===== config.mk =====
export PLATFORM = sky130hd
export DESIGN_NAME = sync_sweep_driver
export DESIGN_NICKNAME = d
export VERILOG_FILES = /design/src/rtl/sync_sweep_driver.sv
export SDC_FILE = /design/constraint.sdc
export NUM_CORES = 1
export LEC_CHECK = 0
export CAP_MARGIN = 20
export CORE_MARGIN = 5
export CORE_UTILIZATION = 41
export DETAILED_ROUTE_END_ITERATION = 10
export GPL_TIMING_DRIVEN = 0
export PLACE_DENSITY = 0.69
export SLEW_MARGIN = 20
export SYNTH_ARGS = -nofsm -noshare
export SYNTH_HDL_FRONTEND = slang
export SYNTH_SLANG_ARGS = --single-unit
export TNS_END_PERCENT = 20

===== constraint.sdc =====
create_clock -name clk -period 2.9 [get_ports clk]
set_input_delay 0.29 -clock clk [delete_from_list [all_inputs] [get_ports clk]]
set_output_delay 0.29 -clock clk [all_outputs]
set_load 0.03 [all_outputs]

===== src/rtl/sync_sweep_driver.sv =====
// rtl/sync_sweep_driver.sv - sweep initiator for the sync valid/ready call protocol
// Issues first..last to one callee, one call at a time, tracking sum and worst latency.
module sync_sweep_driver #(
  parameter int N       = 16,
  parameter int TIMEOUT = 1024
) (
  input  logic         clk,
  input  logic         nrst,
  input  logic         start,
  input  logic [N-1:0] first,
  input  logic [N-1:0] last,
  output logic         busy,
  output logic         done,
  output logic         err,
  output logic         req_valid,
  input  logic         req_ready,
  output logic [N-1:0] req_arg,
  input  logic         rsp_valid,
  output logic         rsp_ready,
  input  logic [N-1:0] rsp_data,
  output logic         res_valid,
  output logic [N-1:0] res_arg,
  output logic [N-1:0] res_data,
  output logic [N-1:0] sum,
  output logic [N-1:0] max_lat
);

  typedef enum logic [1:0] {S_IDLE, S_ISSUE, S_WAIT, S_DONE} state_t;

  // TIMEOUT is an int, so a 32-bit counter always reaches it
  localparam int CW = (N > 32) ? N : 32;
  localparam logic [CW-1:0] TO_LIMIT = CW'(TIMEOUT);

  state_t r_state;
  state_t w_next;

  logic [CW-1:0] r_cnt;
  logic [N-1:0]  r_last;
  logic [N-1:0]  r_req_arg;
  logic [N-1:0]  r_res_arg;
  logic [N-1:0]  r_res_data;
  logic [N-1:0]  r_sum;
  logic [N-1:0]  r_max_lat;
  logic          r_res_valid;
  logic          r_err;

  logic          w_timeout;
  logic          w_last_call;
  logic [N-1:0]  w_lat;

  assign w_timeout   = (r_cnt >= TO_LIMIT);
  assign w_last_call = (r_req_arg == r_last);
  assign w_lat       = (|(r_cnt >> N)) ? {N{1'b1}} : r_cnt[N-1:0];

  always_ff @(posedge clk) begin
    if (!nrst) begin
      r_state <= S_IDLE;
    end else begin
      r_state <= w_next;
    end
  end

  always_comb begin
    w_next = r_state;
    case (r_state)
      S_IDLE:  if (start) w_next = S_ISSUE;
      S_ISSUE: if (req_ready) w_next = S_WAIT;
      S_WAIT: begin
        // a response arriving on the timeout cycle still counts as a result
        if (rsp_valid) begin
          w_next = w_last_call ? S_DONE : S_ISSUE;
        end else if (w_timeout) begin
          w_next = S_DONE;
        end
      end
      S_DONE:  w_next = S_IDLE;
      default: w_next = S_IDLE;
    endcase
  end

  always_comb begin
    busy      = 1'b0;
    done      = 1'b0;
    req_valid = 1'b0;
    rsp_ready = 1'b0;
    case (r_state)
      S_ISSUE: begin
        busy      = 1'b1;
        req_valid = 1'b1;
      end
      S_WAIT: begin
        busy      = 1'b1;
        rsp_ready = 1'b1;
      end
      S_DONE: begin
        busy = 1'b1;
        done = 1'b1;
      end
      default: ;
    endcase
  end

  always_ff @(posedge clk) begin
    if (!nrst) begin
      r_cnt       <= '0;
      r_last      <= '0;
      r_req_arg   <= '0;
      r_res_arg   <= '0;
      r_res_data  <= '0;
      r_sum       <= '0;
      r_max_lat   <= '0;
      r_res_valid <= 1'b0;
      r_err       <= 1'b0;
    end else begin
      r_res_valid <= 1'b0;
      case (r_state)
        S_IDLE: begin
          if (start) begin
            r_last    <= last;
            r_req_arg <= first;
            r_sum     <= '0;
            r_max_lat <= '0;
            r_err     <= 1'b0;
          end
        end
        S_ISSUE: begin
          if (req_ready) r_cnt <= CW'(1);
        end
        S_WAIT: begin
          if (rsp_valid) begin
            r_res_valid <= 1'b1;
            r_res_arg   <= r_req_arg;
            r_res_data  <= rsp_data;
            r_sum       <= r_sum + rsp_data;
            r_max_lat   <= (w_lat > r_max_lat) ? w_lat : r_max_lat;
            if (!w_last_call) r_req_arg <= r_req_arg + N'(1);
          end else if (w_timeout) begin
            r_err <= 1'b1;
          end else begin
            r_cnt <= r_cnt + CW'(1);
          end
        end
        default: ;
      endcase
    end
  end

  assign err       = r_err;
  assign req_arg   = r_req_arg;
  assign res_valid = r_res_valid;
  assign res_arg   = r_res_arg;
  assign res_data  = r_res_data;
  assign sum       = r_sum;
  assign max_lat   = r_max_lat;

endmodule


== After elaboration in Yosys (flattened, before gate mapping) ==
Cells that the tools add are included.
Storage, ports and cells
  bits of input ports: 53
  word-level logic and storage cells: 72
  bits in registers: 132
  output and inout port bits: 86
Operators by class
  $add $sub $neg: 3
  mux-type cells: 30
  reduce and logical (&&, ||, !) cells: 14
  $lt $le $gt $ge: 2
  equal/unequal tests: 13
Operators with widths (count)
  $mux 16: 8
  $mux 32: 3
  $pmux 16 s2: 3
  $pmux 32 s2: 1
  $add 32x1->32 const B: 1
  $ge 32x11->1 const B: 1
  $add 16x1->16 const B: 1
  $add 16x16->16: 1
  $eq 16x16->1: 1
  $gt 16x16->1: 1
  $ne 2x2->1 const B: 8
  $reduce_and 4->1: 4
  $reduce_or 16->1: 1
  $mux 2: 5
  $mux 1: 8
  $pmux 2 s4: 1
  $reduce_and 2->1: 3
  $reduce_and 3->1: 2
  $eq 2x2->1 const B: 2
  $reduce_bool 2->1: 2
  $ne 3x3->1 const B: 1
  $reduce_or 3->1: 1
  $eq 2x1->1 const B: 1
  $logic_not 2->1: 1
  $pmux 1 s2: 1

== Longest topological paths before layout ==
  word-level depth: 6
  mapped depth: 14
  gate-level depth less buffers: 11

== Least setup slack after synthesis ==
Ideal clock, no wire load.
  kind: flip-flop to flip-flop
  from: register r_cnt[21]
  to: register r_max_lat[10], in the netlist max_lat[10]
  path slack: -137 ps
  required time: 2808 ps
  library setup time: 92 ps
  period minus slack after synthesis: 3037 ps
  buffers on the path: 3
  stages on the path, launching flop included: 12
  arrival: 2945 ps
  path through: dfxtp_1 nor4_1 nand4_1 clkbuf_1 or2_2 ha_1 nand4_1 or4_1 and3_1 clkbuf_1 clkbuf_1 o32ai_1
On the way
  longest elaborated chain between the ends: 5
  elaborated cells on any way between the ends: 8
  classes of those cells: 1 x order compare; 1 x eq/ne; 4 x mux; 2 x reduce/logical
RTL lines
  from (decl): line 37  | logic [CW-1:0] r_cnt;
  from (signal assigned): line 140  | r_cnt <= r_cnt + CW'(1);
  $reduce_or 16->1 (*): line 53  | assign w_lat = (|(r_cnt >> N)) ? {N{1'b1}} : r_cnt[N-1:0];
  $mux 16 (*): line 53
  $gt 16x16->1 or $mux 16 (tied branches): line 135  | r_max_lat <= (w_lat > r_max_lat) ? w_lat : r_max_lat;
  $ne 2x2->1 (no source line) or $mux 16 (tied branches)
  $reduce_and 4->1 (no source line) or $pmux 16 s2 (tied branches)
  to (signal assigned): line 135
  to (decl): line 43  | logic [N-1:0] r_max_lat;
Every way passes the cells marked *; elsewhere a longest branch is shown, timed or not. The select of a mux whose other input is x is not followed.
A chain may end at the register's enable or synchronous reset.

== Final worst setup path ==
  from: register r_cnt[19]
  to: register r_max_lat[8], in the netlist max_lat[8]
Same word-level chain as after synthesis.

==> qor.csv <==
metric;value;unit
relative slew slack;50.3;%
sequential cell area fraction in the yosys report;40.0;%
Reg clk slew, reported paths;70;ps
Final ANT Viol Nets;0;
status;finished, violations left;
Post-CTS Hold Fix Bufs;0;
Post-Route Setup TNS;-1390;ps
Detailed Place HPWL;14.8;mm
routed via count;6714;
post-route cell area;9440;um2
max-cap violations;0;
worst reg-to-reg path cell count;15;
placed cell areas;8300;um2
syn_area_per_cell;7.93;um2
FMAX;331;MHz
synthesized instance count;834;
Min Hold Slack;402;ps
Final Hold Fails;0;
mapped cell area;6610;um2
clock buffer depth;2;
Final Slew Violations;0;
Buffers on Ports;137;
critical path required time;3240;ps
RR Endpoint;max_lat[8];
clk sink count;132;
initial antenna violation count;0;
post-DR vias/cell;5.44;
min Tclk post-route;3020;ps
Worst Setup SP;r_cnt[19];
cell with the most instances after synthesis;nand2_1;
Area contributors post-synth;dfxtp_1 40%, nand2_1 9.1%, a21oi_1 6.7%;
die area;18800;um2
register area;2650;um2
Min-Delay Path Class;in2reg;
clk_lat worst skew;430;ps
crit path cell chain;nor4_4 > nand4_1 > buf_6 > buf_6 > or2_4 > ha_4 > a21o_1 > a21o_1 > a21oi_2 > o21a_1 > o211ai_1 > buf_4 > nand3_4 > clkbuf_16 > o32ai_4;
P per Cell Area;502;nW/um2
final core utilization;59.6;%
Crit path depth;15;
Layout Nets;1093;
Inserted Clock Buffers;17;
Post-synth top cells;160 x nand2_1, 132 x dfxtp_1, 89 x a21oi_1;
flop2flop setup slack;-120;ps
area grow syn2layout;42.7;%
gpl congestion;0.917;
FP Rows;46;
initial DRC count;555;
Post-route DRC;0;
Synth area leader;dfxtp_1;
clock skew;9.11;ps
I/O pin cnt;139;
number of flops mapped to enable cells by yosys;0;
Antenna diodes;0;
# fillers;1385;
RR Startpoint;r_cnt[19];
Root Buffer;clkbuf_16;
Synth Warn #;0;
VDD IR max;0.454;mV
1st-pass router iterations;5;
RSZ-0062 raised after global routing;true;
Placed Cells incl. Taps;1187;
crit path max-delay cell type;dfxtp_4;
CP Launch Type;flop;
Worst-Margin Slew;740;ps
post-synthesis register bit count;132;
kind of critical path;reg2reg;
H-Tree Depth;4;
fin worst setup slack;-120;ps
drt wl/cell;17.3;um
crit share post-route;104;%
DIE WIDTH;137;um
Hold Path Origin;last[13];
Max FO, Critical Path;8;
CTS tree;yes;
Post-Syn Nets;922;
multi-input gate area in the final layout;4090;um2
leakage power;3.56;nW
Crit path max-delay family;simple AND/OR/NAND/NOR gates;
Arrival @ worst endpoint;3360;ps
CP bufs+invs;4;
vias in the first global route;6165;
Post-synth ARST share;0;%
Tot GR Track Use;22.2;%
layout cells sized above 1;12.1;%
Top FF cell, synth;dfxtp_1;
Initial Util;41.8;%
largest net degree at the start of global routing;17;
final setup fails;16;
global-route wire length before repair;32.5;mm
die height;137;um
worst hold stages;3;
slowest stage delay, CP;360;ps
synth unique cells;62;
Final Instance Count excl. Fillers;1234;
Worst Setup End Kind;flop;
failing checks;negative setup slack;
top cell type's share of synthesized area;40.0;%
Congestion Overflow GR;0;
hold endpoint;r_last[13];
Core Region;15800;um2
Post-Route WL;21.3;mm
## flip-flops by register name, indices dropped and copies added (netlist names)
| name | flops |
|---|---|
| max_lat | 16 |
| req_arg | 16 |
| r_cnt | 32 |
| err | 1 |
| res_valid | 1 |
| sum | 16 |
| res_data | 16 |
| r_state | 2 |
| r_last | 16 |
| res_arg | 16 |
## layout by cell type, fill, tap and decap left out, types with 14 or more instances in the layout
master,count
clkbuf_16,20
nand3_1,28
dfxtp_1,129
clkbuf_1,35
nand2_1,160
and3_1,21
a21oi_1,87
o32ai_2,14
ha_1,23
inv_1,23
clkdlybuf4s50_1,137
nor2_1,64
xor2_1,22
o21ai_0,35
## metal layers
metal / part of all wire, % / vias to the layer above / global-route usage [%] / routed length, um
met5: 0 / - / 0 / 0
met4: 1.7 / 0 / 7.26 / 366
met3: 7.6 / 32 / 4.78 / 1620
met2: 47 / 252 / 36.1 / 10100
met1: 43 / 3145 / 29.2 / 9210
li1: - / 3285 / - / -
## cell families (layout without fill, tap and decap cells)
family	Yosys count	in the layout	synth area share, %
AND/OR/NAND/NOR	351	351	24.4
buffers and inverters	71	255	4.07
flip-flops	132	132	40.0
XOR/XNOR	33	33	4.37
multiplexers	1	1	0.170
AO/OA/AOI/OAI	211	211	20.3
adder cells (fa/ha/maj)	35	35	6.74
## area by class of cell
cell class | instances | area share [%]
Inverter | 25 | 0.994
Buffer | 45 | 2.39
Clock inverter | 14 | 1.49
Clock buffer | 18 | 4.65
Timing Repair Buffer | 153 | 16.2
Multi-Input combinational cell | 631 | 43.3
Tap cell | 216 | 2.86
Sequential cell | 132 | 28.1
## power by group
part | internal [mW] | total, mW | switching (mW) | leakage (nW)
clock | 1.23 | 2.14 | 0.917 | 0.286
sequential | 1.87 | 1.94 | 0.0694 | 1.07
combinational | 0.274 | 0.661 | 0.387 | 2.20
## metrics by stage
stage                     power [mW]  worst slack (ps)
after floorplan                 2.31              12.2
after global placement          2.59              -715
after detailed placement        2.60              -742
after CTS                       4.73              -160
after global routing            4.89              -249
final                           4.74              -120
## worst reg2reg max path, stage by stage (launching register included)
cell       delay, ps
dfxtp_4          360
nor4_4           300
nand4_1          150
buf_6            170
buf_6            130
or2_4            240
ha_4             270
a21o_1           110
a21o_1           130
a21oi_2           50
o21a_1           180
o211ai_1         220
buf_4            160
nand3_4          150
clkbuf_16        220
o32ai_4           90
## worst max path at each step
| stage | to | slack, ps |
|---|---|---|
| 3_3_place_gp | max_lat[9] | -720 |
| 3_5_place_dp | max_lat[12] | -740 |
| 6_report | max_lat[8] | -120 |
| 5_1_grt | max_lat[6] | -250 |
| 2_1_floorplan | max_lat[10] | 10 |
| 4_1_cts | max_lat[13] | -160 |
## repair_timing
action / 4_1_cts / 5_1_grt
endpoints found under the setup margin: 28 / 32
buffers inserted: 7 / 6
hold endpoints to repair: 0 / 0
pin swaps: 22 / 13
cloned: 2 / 1
resized for setup: 46 / 26
(Power assumes the default switching activity.)
